### config.mk
export PLATFORM = sky130hd
export DESIGN_NAME = reset_sequencer
export DESIGN_NICKNAME = d
export VERILOG_FILES = /design/src/rtl/reset_seq_pkg.sv /design/src/rtl/reset_synchronizer.sv /design/src/rtl/reset_sequencer.sv
export SDC_FILE = /design/constraint.sdc
export NUM_CORES = 1
export LEC_CHECK = 0
export ABC_AREA = 0
export CAP_MARGIN = 20
export CELL_PAD_IN_SITES_DETAIL_PLACEMENT = 1
export CELL_PAD_IN_SITES_GLOBAL_PLACEMENT = 2
export CORE_MARGIN = 2
export CORE_UTILIZATION = 39
export CTS_CLUSTER_DIAMETER = 150
export CTS_CLUSTER_SIZE = 10
export DETAILED_ROUTE_END_ITERATION = 12
export GPL_ROUTABILITY_DRIVEN = 0
export PLACE_DENSITY_LB_ADDON = 0.1
export SETUP_SLACK_MARGIN = 0.4
export SYNTH_ARGS = -nofsm -noshare
export SYNTH_HDL_FRONTEND = slang
export SYNTH_SLANG_ARGS = --single-unit
### constraint.sdc
create_clock -name clk -period 2.9 [get_ports clk]
set_input_delay 0.87 -clock clk [delete_from_list [all_inputs] [get_ports clk]]
set_output_delay 0.87 -clock clk [all_outputs]
set_load 0.01 [all_outputs]
### src/rtl/reset_seq_pkg.sv
// -----------------------------------------------------------------------------
// reset_seq_pkg
//   Shared definitions for the reset sequencer:
//     - state_e   : FSM state encoding (HOLD=0, RELEASE=1, RUN=2, SOFT=3)
//     - cnt_width : width of the shared delay counter, sized for the longer of
//                   the per-domain release spacing and the soft-reset hold time
//     - idx_width : width of the domain index (at least one bit)
// -----------------------------------------------------------------------------
package reset_seq_pkg;

    typedef enum logic [1:0] {
        ST_HOLD    = 2'd0,
        ST_RELEASE = 2'd1,
        ST_RUN     = 2'd2,
        ST_SOFT    = 2'd3
    } state_e;

    // One spare bit above $clog2 so the terminal value always fits, even
    // when the longest delay is an exact power of two.
    function automatic int cnt_width(input int stage_delay, input int soft_hold);
        int longest;
        longest = (stage_delay > soft_hold) ? stage_delay : soft_hold;
        return $clog2(longest) + 1;
    endfunction

    // A single-domain build still needs a one-bit index register.
    function automatic int idx_width(input int num_domains);
        return (num_domains > 1) ? $clog2(num_domains) : 1;
    endfunction

endpackage : reset_seq_pkg

### src/rtl/reset_synchronizer.sv
// -----------------------------------------------------------------------------
// reset_synchronizer
//   Classic reset bridge: asserts immediately with async_reset_n, deasserts
//   only after SYNC_STAGES rising edges of clk so the release is clean
//   with respect to clk.
//
//   Ports:
//     clk           in   clock of the region being reset
//     async_reset_n in   asynchronous active-low board reset
//     rst_sync_n    out  active-low reset, synchronous deassertion; rises on
//                        the SYNC_STAGES-th rising edge after async_reset_n
//                        goes high
// -----------------------------------------------------------------------------
module reset_synchronizer #(
    parameter int SYNC_STAGES = 2
) (
    input  logic clk,
    input  logic async_reset_n,
    output logic rst_sync_n
);

    logic [SYNC_STAGES-1:0] sync_q;
    logic [SYNC_STAGES-1:0] sync_d;

    // A constant 1 is shifted in from the bottom; the top stage is the output.
    always_comb begin
        sync_d = {sync_q[SYNC_STAGES-2:0], 1'b1};
    end

    // NOTE: sequential state is updated with non-blocking assignments only, so
    // every flop samples the pre-edge value of its neighbours and the chain
    // shifts by exactly one stage per edge regardless of statement order.
    always_ff @(posedge clk or negedge async_reset_n) begin
        if (!async_reset_n) begin
            sync_q <= '0;
        end else begin
            sync_q <= sync_d;
        end
    end

    assign rst_sync_n = sync_q[SYNC_STAGES-1];

endmodule : reset_synchronizer

### src/rtl/reset_sequencer.sv
// -----------------------------------------------------------------------------
// reset_sequencer
//   Drives per-domain synchronous resets for a clock region. After the board
//   reset is released (and synchronized) the domains are released one at a
//   time in ascending order, STAGE_DELAY cycles apart. Once every domain is
//   out of reset the block sits in RUN and can service a software soft-reset
//   request over a 4-phase req/ack handshake: all domains are re-asserted for
//   SOFT_HOLD cycles and then released again in the same ordered fashion.
//
//   Ports:
//     clk            in   single clock for the block
//     async_reset_n  in   asynchronous active-low reset; assertion forces all
//                         outputs to their reset values immediately
//     soft_reset_req in   soft-reset request (level)
//     soft_reset_ack out  soft-reset acknowledge; rises when RUN is re-entered
//                         after a soft reset, falls once req is seen low
//     sync_reset     out  [NUM_DOMAINS] active-high sync reset, bit k = domain k
//     rst_done       out  every domain released and the FSM is in RUN
//     busy           out  FSM is anywhere other than RUN
//
//   All outputs come straight from flops.
// -----------------------------------------------------------------------------
module reset_sequencer
    import reset_seq_pkg::*;
#(
    parameter int NUM_DOMAINS = 4,
    parameter int STAGE_DELAY = 8,
    parameter int SYNC_STAGES = 2,
    parameter int SOFT_HOLD   = 16
) (
    input  logic                   clk,
    input  logic                   async_reset_n,
    input  logic                   soft_reset_req,
    output logic                   soft_reset_ack,
    output logic [NUM_DOMAINS-1:0] sync_reset,
    output logic                   rst_done,
    output logic                   busy
);

    localparam int CNT_W = cnt_width(STAGE_DELAY, SOFT_HOLD);
    localparam int IDX_W = idx_width(NUM_DOMAINS);

    // Terminal counts: every count is stopped by one of these compares, so
    // the counter never wraps.
    localparam logic [CNT_W-1:0] STAGE_LAST = CNT_W'(STAGE_DELAY - 1);
    localparam logic [CNT_W-1:0] SOFT_LAST  = CNT_W'(SOFT_HOLD - 1);
    localparam logic [IDX_W-1:0] IDX_LAST   = IDX_W'(NUM_DOMAINS - 1);

    // -------------------------------------------------------------------------
    // Reset bridge
    // -------------------------------------------------------------------------
    logic rst_sync_n;

    reset_synchronizer #(
        .SYNC_STAGES (SYNC_STAGES)
    ) u_reset_synchronizer (
        .clk           (clk),
        .async_reset_n (async_reset_n),
        .rst_sync_n    (rst_sync_n)
    );

    // -------------------------------------------------------------------------
    // State
    // -------------------------------------------------------------------------
    state_e                 state_q,      state_d;
    logic [CNT_W-1:0]       cnt_q,        cnt_d;
    logic [IDX_W-1:0]       idx_q,        idx_d;
    logic [NUM_DOMAINS-1:0] sync_reset_q, sync_reset_d;
    logic                   rst_done_q,   rst_done_d;
    logic                   busy_q,       busy_d;
    logic                   ack_q,        ack_d;
    // Remembers that the current release sequence was started by a soft
    // reset, so the ack is raised only for those and not after power-on.
    logic                   soft_q,       soft_d;

    // -------------------------------------------------------------------------
    // Next-state / output logic
    // -------------------------------------------------------------------------
    always_comb begin
        // NOTE: every signal driven here gets a default before the case, so
        // no path can leave one unassigned and infer a latch.
        state_d      = state_q;
        cnt_d        = cnt_q;
        idx_d        = idx_q;
        sync_reset_d = sync_reset_q;
        rst_done_d   = rst_done_q;
        busy_d       = busy_q;
        soft_d       = soft_q;
        // Ack holds only while req stays high; the first low sample drops it.
        ack_d        = ack_q & soft_reset_req;

        case (state_q)
            ST_HOLD: begin
                if (rst_sync_n) begin
                    state_d = ST_RELEASE;
                    cnt_d   = '0;
                    idx_d   = '0;
                end
            end

            ST_RELEASE: begin
                if (cnt_q == STAGE_LAST) begin
                    cnt_d = '0;
                    for (int k = 0; k < NUM_DOMAINS; k++) begin
                        if (idx_q == IDX_W'(k)) begin
                            sync_reset_d[k] = 1'b0;
                        end
                    end
                    if (idx_q == IDX_LAST) begin
                        state_d    = ST_RUN;
                        rst_done_d = 1'b1;
                        busy_d     = 1'b0;
                        if (soft_q) begin
                            ack_d  = 1'b1;
                            soft_d = 1'b0;
                        end
                    end else begin
                        idx_d = idx_q + 1'b1;
                    end
                end else begin
                    cnt_d = cnt_q + 1'b1;
                end
            end

            ST_RUN: begin
                // A held req with ack still high is the tail of the previous
                // handshake, not a new request.
                if (soft_reset_req && !ack_q) begin
                    state_d      = ST_SOFT;
                    sync_reset_d = '1;
                    rst_done_d   = 1'b0;
                    busy_d       = 1'b1;
                    cnt_d        = '0;
                    soft_d       = 1'b1;
                end
            end

            ST_SOFT: begin
                if (cnt_q == SOFT_LAST) begin
                    state_d = ST_RELEASE;
                    cnt_d   = '0;
                    idx_d   = '0;
                end else begin
                    cnt_d = cnt_q + 1'b1;
                end
            end

            default: begin
                state_d = ST_HOLD;
            end
        endcase
    end

    // -------------------------------------------------------------------------
    // Registers: the raw asynchronous reset is used so that assertion reaches
    // the outputs without waiting for a clock edge.
    // -------------------------------------------------------------------------
    always_ff @(posedge clk or negedge async_reset_n) begin
        if (!async_reset_n) begin
            state_q      <= ST_HOLD;
            cnt_q        <= '0;
            idx_q        <= '0;
            sync_reset_q <= '1;
            rst_done_q   <= 1'b0;
            busy_q       <= 1'b1;
            ack_q        <= 1'b0;
            soft_q       <= 1'b0;
        end else begin
            state_q      <= state_d;
            cnt_q        <= cnt_d;
            idx_q        <= idx_d;
            sync_reset_q <= sync_reset_d;
            rst_done_q   <= rst_done_d;
            busy_q       <= busy_d;
            ack_q        <= ack_d;
            soft_q       <= soft_d;
        end
    end

    assign sync_reset     = sync_reset_q;
    assign rst_done       = rst_done_q;
    assign busy           = busy_q;
    assign soft_reset_ack = ack_q;

endmodule : reset_sequencer
### Yosys cells after proc, flatten, opt, wreduce, memory -nomap -nowiden

Index checks and enable logic that the tools add are counted.

* register bits after elaboration: 19
* latch bits: 0
* memory bits (writable): 0
* bits in read-only memories: 0
* output and inout bits: 7
* logic and storage cells: 79
* memories: 0

* $add $sub $neg: 2
* $mul: 0
* div/mod/pow operators: 0
* $lt $le $gt $ge: 0
* equal/unequal tests: 17
* shift operators: 0
* muxes and demuxes: 34
* bitwise logic cells: 1
* reduce and logical (&&, ||, !) cells: 13

Operator list (count)
* $mux W5: 4
* $pmux W5 S4: 1
* $mux W2: 9
* $ne A2 B2 Y1 const B: 8
* $reduce_and A4 Y1: 4
* $mux W1: 13
* $reduce_and A5 Y1: 2
* $eq A2 B2 Y1 const B: 4
* $mux W4: 2
* $pmux W2 S4: 1
* $pmux W4 S2: 1
* $pmux W2 S3: 1
* $add A5 B1 Y5 const B: 1
* $eq A5 B3 Y1 const B: 1
* $eq A5 B4 Y1 const B: 1
* $eq A2 B1 Y1 const B: 2
* $logic_not A2 Y1: 2
* $pmux W1 S2: 2
* $reduce_bool A3 Y1: 1
* $add A2 B1 Y2 const B: 1
* $ne A2 B1 Y1 const B: 1
* $reduce_and A2 Y1: 1
* $reduce_bool A2 Y1: 1
* $and A1 B1 Y1: 1
* 2 further kinds: 2

### Longest topological paths before layout

Gate-level depths: netlist of run 1.

* word-level depth: 5
* depth in mapped cells: 8

### By module

A second synthesis of run 1 with hierarchy kept.

* cell total of the unflattened synthesis: 108
* area total of the unflattened synthesis: 1069.8 µm²

Modules (own cells, without submodules)
* reset_sequencer: times used 1, cells an instance 105, area each 1016.0 µm², seq. area each 405.4 µm²
* reset_synchronizer: times used 1, cells an instance 3, area each 53.8 µm², seq. area each 50.0 µm²

### Worst setup path before layout of run 1

OpenSTA, ideal clock, no wires.

* path type: in2reg
* from: input port soft_reset_req
* to: register state_q[1]
* data arrival time: 1600 ps
* setup slack: 1175 ps
* stages: 4
* buffers on the path: 0
* cell sequence: nand2b_1 > a21oi_4 > nand4_2 > mux2_4

* word-level cells in the longest chain between the ends: 3

Ends and longest elaborated chain
* from (decl): RTL line reset_sequencer.sv:33 `input logic soft_reset_req,`
* $logic_and A1 B1 Y1: RTL line reset_sequencer.sv:128 `if (soft_reset_req && !ack_q) begin`
* $ne A2 B2 Y1 (no source line)
* $reduce_and A5 Y1 (no source line)
* to (signal assigned): RTL line reset_sequencer.sv:169 `state_q <= state_d;`
* to (decl): RTL line reset_sequencer.sv:65 `state_e state_q, state_d;`

Every way passes these cells.
A chain may end at the register's enable or synchronous reset.

### Worst setup path after layout of run 1

* from: register sync_reset_q[3], in the netlist sync_reset[3]
* to: output port sync_reset[3]

RTL lines
* from (decl): RTL line reset_sequencer.sv:68 `logic [NUM_DOMAINS-1:0] sync_reset_q, sync_reset_d;`
* from (signal assigned): RTL line reset_sequencer.sv:172 `sync_reset_q <= sync_reset_d;`
* to (decl): RTL line reset_sequencer.sv:35 `output logic [NUM_DOMAINS-1:0] sync_reset,`

No word-level cell between the ends.

==> metrics.cfg, run 1 <==
[outcome]
status=finished clean

[setup_path]
timing.rr.start=state_q[1]$_DFFE_PN0P_
cp_cell_sequence=clkdlybuf4s50_1
end_kind=output pin
critical_path.top_delay_family=flip-flops
critPathLaunch=sync_reset[3]$_DFFE_PN1P_
cp_max_fo=4
startpoint_type=flip-flop
worstPathArrival_ps=1410
cpPeakStageDelay_ps=570
path_class=reg2out
slowest_stage=dfstp_2
cp_num_buf_inv=1
cp_data_required_time_ps=2030

[global_route]
grt_use_met1=0.201
antenna_found_initial=0
use_met2=0.284
grt_util_met3=0.0204
grt.total_usage=0.166
grt_first_pass_wirelength_um=4110
grt_busiest_layer=met2
grt_max_degree=19
globalRouteOverflowTotal=0
grt_pass1_vias=912

[logic_synthesis]
syn_nets=125
synth_top_area_share=0.313
synth_edf_count=0
syn_area_mm2=0.00112
synth_top_area_cell=dfrtp_1
synth_cell_types=32
synth.area.top_cells=dfrtp_1 31%, ha_1 13%, dfstp_2 9.4%
synth_cells=110
yosys_warnings=0
async_flop_share=1.00
synth_flop_cell=dfrtp_1
ys_seq_area_frac=0.407
ys_seq_elements=18
avgSynthCellArea_um2=10.2

[clock_network]
cts.hold.buffers_added=0
cts_tree=done
clock_path_buffers=2
root_buffer=clkbuf_4
h-tree-depth=1
clock_latency_ps=310
cts.clk_slew.worst_paths_ps=110
cts_resized=0
post_cts_buffers=0
cts_sinks=18
numCtsBuffers=3

[power]
power_density_mw_per_mm2=940
p_leak_nw=0.594
worst_ir_drop_vdd_mv=0.510

[route]
first_pass_iters=2
via_per_inst=5.42
post_drt_wl_per_cell_um=15.1
drtIter0Drc=11
drtAntennaViolNets=0
drt_wl_total_um=2320
via_count=829
drc=0

[floorplan]
die_y_um=57.6
die-width_um=57.6
initial_core_util=0.409
pin_count=10
dieArea_mm2=0.00331
num_rows=19
core_area_mm2=0.00273

[final_layout]
antennaDiodeCount=0
stdcell_area_mm2=0.00128
fillers=318
regArea_um2=455
nNetsFinal=138
finish.utilization=0.469
drive_above_1_share=0.164
multi_input_area_um2=609
syn_to_final_growth_pct=14.7

[min_path]
hp-class=reg2reg
holdCritStartpoint=u_reset_synchronizer.sync_q[0]$_DFF_PN0_

[timing]
max_freq_mhz=438
setup_viol=0
fin_skew_ps=3.33
fin_crit_sh=0.787
final_max_slew_viol_count=0
hold_viol_final=0
rsz0062_at_grt=no
post-route-min-period_ps=2280
setup_tns_ps=0

[place]
place_area_mm2=0.00125
io_buffers=9
dp_hpwl_um=1730

[job]
drv_cap=0

-- kinds of logic (layout without fill, tap and decap cells) --
logic type               Yosys count  count (layout)  share of synthesized area
adder cells (fa/ha/maj)           12              12                      0.134
AO/OA/AOI/OAI                     25              25                      0.149
buffers and inverters             13              25                     0.0481
flip-flops                        18              18                      0.407
multiplexers                       7               7                     0.0671
AND/OR/NAND/NOR                   34              34                      0.191
other                              1               1                    0.00335
-- area by class of cell --
type | count | area share
timing repair buffer | 11 | 0.0820
inverter | 10 | 0.0293
sequential | 18 | 0.355
tap | 31 | 0.0302
multi-input combinational | 79 | 0.475
clock buffer | 4 | 0.0283
-- final timing paths --
check,slack (ps),end,cells after the start
setup / recovery,620,sync_reset[3],1
hold / removal,370,u_reset_synchronizer.sync_q[1]$_DFF_PN0_,0
setup reg to reg,920,state_q[1]$_DFFE_PN0P_,7
hold reg to reg,370,u_reset_synchronizer.sync_q[1]$_DFF_PN0_,0
max in group asynchronous,1750,sync_reset[3]$_DFFE_PN1P_,2
min in group asynchronous,890,cnt_q[1]$_DFFE_PN0P_,2
-- metrics by stage --
| step | total power [mW] | hold slack, ps | instances | setup slack [ps] |
|---|---|---|---|---|
| final | 1.21 | 371 | 153 | 619 |
| after global routing | 1.32 | 378 | 153 | 562 |
| after CTS | 1.23 | 376 | 153 | 598 |
| after detailed placement | 1.05 | 347 | 149 | 549 |
| after global placement | 1.02 | 338 | 149 | 628 |
| after floorplan | 0.868 | 331 | 110 | 1170 |
-- sequential cells by signal, summed over array words and instances, names as in the netlist --
signal / flops
cnt_q: 5
sync_reset: 4
idx_q: 2
state_q: 2
u_reset_synchronizer.sync_q: 2
rst_done: 1
soft_q: 1
soft_reset_ack: 1
-- synth_stat cells (2+ instances only) --
cell	n
a21oi_1	10
a22o_1	2
dfrtp_1	14
dfstp_2	4
ha_1	12
inv_1	10
mux2i_1	6
nand2_1	10
nand2b_1	5
nand3_1	3
nor2_1	7
o21ai_0	5
o22ai_1	3
-- where the power goes --
| group | total (mW) | internal (mW) | switching (mW) | leakage [nW] |
|---|---|---|---|---|
| Combinational | 0.614 | 0.293 | 0.321 | 0.356 |
| Sequential | 0.427 | 0.345 | 0.0821 | 0.217 |
| Clock | 0.165 | 0.0767 | 0.0881 | 0.0210 |
| Total | 1.21 | 0.714 | 0.492 | 0.594 |
-- cells in the final DEF, fill, tap and decap left out, types with 2 or more instances in the layout --
cell             count
o22ai_1              3
o21ai_0              5
ha_1                12
nand2_1             10
nand2b_1             5
mux2i_1              6
clkdlybuf4s50_1      9
a21oi_1             10
nor2_1               7
nand3_1              3
clkbuf_4             3
a22o_1               2
dfrtp_1             14
dfstp_2              4
inv_1               10
buf_4                2
-- layer usage --
metal	share of wire	up-vias
met1	0.47	410
met5	0	-
met4	0.023	0
met2	0.48	12
met3	0.031	5
li1	-	402
Note: power is estimated with default switching activity, not from simulation.
==> run 2, diff against run 1 <==
--- a/config.mk
+++ b/config.mk
@@ -10,7 +10,7 @@
 export CELL_PAD_IN_SITES_DETAIL_PLACEMENT = 1
 export CELL_PAD_IN_SITES_GLOBAL_PLACEMENT = 2
 export CORE_MARGIN = 2
-export CORE_UTILIZATION = 39
+export CORE_UTILIZATION = 32
 export CTS_CLUSTER_DIAMETER = 150
 export CTS_CLUSTER_SIZE = 10
 export DETAILED_ROUTE_END_ITERATION = 12
==> constraint.sdc (replaced) <==
create_clock -name clk -period 2 [get_ports clk]
set_input_delay 0.6 -clock clk [delete_from_list [all_inputs] [get_ports clk]]
set_output_delay 0.6 -clock clk [all_outputs]
set_load 0.01 [all_outputs]
==> run 2 against run 1 <==
Effect of this change:
- die area up 20%
- sequential cell count did not move
- design area is 29% higher
- largest cell class unchanged
- highest routed layer unchanged
==> metrics.cfg, run 2 (same netlist as run 1, synthesis figures left out) <==
[place]
dpl_worst_slack_ps=-11.8  ; was 549 ps
post-place-cells=169  ; was 149
dp_hpwl_um=1880  ; was 1730 µm
io_buffers=9  ; unchanged

[timing]
fin_skew_ps=11.7  ; was 3.33 ps
max_freq_mhz=605
hold_viol_final=0  ; unchanged
setup_viol=0  ; unchanged
post-route-min-period_ps=1650
timing.final.ws_setup_ps=347  ; was 619 ps
final_max_slew_viol_count=0  ; unchanged
fin_crit_sh=0.827
whs_ps=364  ; was 371 ps
rsz0062_at_grt=yes  ; was no

[setup_path]
slowest_stage=dfstp_2  ; unchanged
cpPeakStageDelay_ps=560  ; was 570 ps
startpoint_type=flip-flop  ; unchanged
cp_max_fo=2  ; was 4
end_kind=output pin  ; unchanged
critPathLaunch=sync_reset[3]$_DFFE_PN1P_  ; unchanged
cp_data_required_time_ps=1400  ; was 2030 ps
worstPathArrival_ps=1050  ; was 1410 ps
critical_path.top_delay_family=flip-flops  ; unchanged
timing.rr.start=state_q[1]$_DFFE_PN0P_  ; unchanged
path_class=reg2out  ; unchanged
r2r_cells=6  ; was 7
cp_num_buf_inv=2  ; was 1
rrSetupSlack_ps=410  ; was 920 ps
timing.rr.end=state_q[1]$_DFFE_PN0P_  ; unchanged
cp_cell_sequence=buf_6 -> buf_6  ; was clkdlybuf4s50_1
cpMostUsedCell=buf_6

[final_layout]
antennaDiodeCount=0  ; unchanged
fillers=385  ; was 318
drive_above_1_share=0.480  ; was 0.164
syn_to_final_growth_pct=47.9  ; was 14.7%
final_cells=198  ; was 153
largest_reg_flops=5  ; unchanged
final_cell_mix=28 x buf_4, 13 x dfrtp_1, 9 x a21oi_1  ; was 14 x dfrtp_1, 12 x ha_1, 10 x inv_1, 10 x nand2_1, 10 x a21oi_1
nNetsFinal=168  ; was 138
top_register=cnt_q  ; unchanged
layout_commonest_cell=buf_4  ; was dfrtp_1

[floorplan]
core_area_mm2=0.00334  ; was 0.00273 mm²
num_rows=21  ; was 19
die_y_um=63.1  ; was 57.6 µm
dieArea_mm2=0.00398  ; was 0.00331 mm²
pin_count=10  ; unchanged
initial_core_util=0.335  ; was 0.409
die-width_um=63.1  ; was 57.6 µm

[min_path]
worstHoldPathCells=0  ; unchanged
holdCritStartpoint=u_reset_synchronizer.sync_q[0]$_DFF_PN0_  ; unchanged
hp-class=reg2reg  ; unchanged
hold_end=u_reset_synchronizer.sync_q[1]$_DFF_PN0_  ; unchanged

[route]
via_per_inst=4.78  ; was 5.42
via_count=946  ; was 829
drtIter0Drc=13  ; was 11
drc=0  ; unchanged
drt_wl_total_um=2870  ; was 2320 µm
first_pass_iters=4  ; was 2
drtAntennaViolNets=0  ; unchanged
post_drt_wl_per_cell_um=14.5  ; was 15.1 µm

[power]
combPwrFrac=0.651  ; was 0.509
power_density_mw_per_mm2=1410  ; was 940 mW/mm²
p_switching_mw=0.918  ; was 0.492 mW
worst_ir_drop_vdd_mv=0.508  ; was 0.510 mV
internal_power_mw=1.42  ; was 0.714 mW
p_clk_frac=0.087  ; was 0.137
power_frac_seq=0.262  ; was 0.354
swShare=0.392  ; was 0.408
p_leak_nw=0.762  ; was 0.594 nW

[outcome]
status=finished clean  ; unchanged

[clock_network]
cts_tree=done  ; unchanged
clock_latency_ps=310  ; about the same
numCtsBuffers=3  ; unchanged
root_buffer=clkbuf_4  ; unchanged
cts_sinks=18  ; unchanged
cts.clk_slew.worst_paths_ps=120  ; was 110 ps
cts.hold.buffers_added=0  ; unchanged
clock_path_buffers=2  ; unchanged
h-tree-depth=1  ; unchanged

[global_route]
antenna_found_initial=0  ; unchanged
grt_first_pass_wirelength_um=4770  ; was 4110 µm
grt.total_usage=0.153  ; was 0.166
grt_pass1_vias=1012  ; was 912
globalRouteOverflowTotal=0  ; unchanged
grt_max_degree=19  ; unchanged

[job]
drv_cap=0  ; unchanged

run 2: worst max-delay path by stage:
stage,endpoint,slack [ps],depth (start not counted)
finish,busy,350,2
global route,busy,300,2
CTS,busy,340,2
detailed placement,state_q[1]$_DFFE_PN0P_,-10,5
global placement,state_q[1]$_DFFE_PN0P_,30,5
floorplan,state_q[1]$_DFFE_PN0P_,420,7
run 2: area by class of cell:
| type | count | area [µm²] | area share |
|---|---|---|---|
| flip-flops and latches | 18 | 457 | 0.276 |
| repair buffers | 41 | 338 | 0.204 |
| multi-input cells | 79 | 738 | 0.446 |
| clock buffers | 4 | 26.3 | 0.0159 |
| inverters | 10 | 37.5 | 0.0227 |
| well taps | 46 | 57.6 | 0.0348 |
run 2: routing by layer:
metal | wire length, µm | vias to the layer above | part of all wire | global-route usage
met3 | 76 | 4 | 0.026 | 0.0304
met5 | 0 | - | 0 | 0
li1 | - | 460 | - | -
met4 | 32 | 0 | 0.011 | 0.0583
met1 | 1190 | 468 | 0.41 | 0.178
met2 | 1570 | 14 | 0.55 | 0.277
run 2: repair_timing:
| item | 4_1_cts | 5_1_grt |
|---|---|---|
| gates resized for setup | 33 | 26 |
| setup endpoints to repair | 16 | 21 |
| cloned | 0 | 0 |
| pin swaps | 0 | 9 |
| buffers inserted | 13 | 12 |
run 2: power by group through the flow:
stage                     logic, mW  clock network (mW)  registers (mW)
after floorplan               0.656                   0           0.620
after global placement        0.967                   0           0.627
after detailed placement      0.999                   0           0.635
after CTS                      1.19               0.212           0.596
after global routing           1.68               0.227           0.633
final                          1.52               0.203           0.614
run 2: per-stage QoR:
step | setup TNS [ps] | util | power (mW) | area (µm²)
floorplan | 0 | - | 1.28 | 1130
global placement | 0 | 0.394 | 1.59 | 1320
detailed placement | -23.5 | 0.394 | 1.63 | 1320
CTS | 0 | 0.435 | 2.00 | 1450
global route | 0 | 0.496 | 2.54 | 1650
finish | 0 | 0.496 | 2.34 | 1650
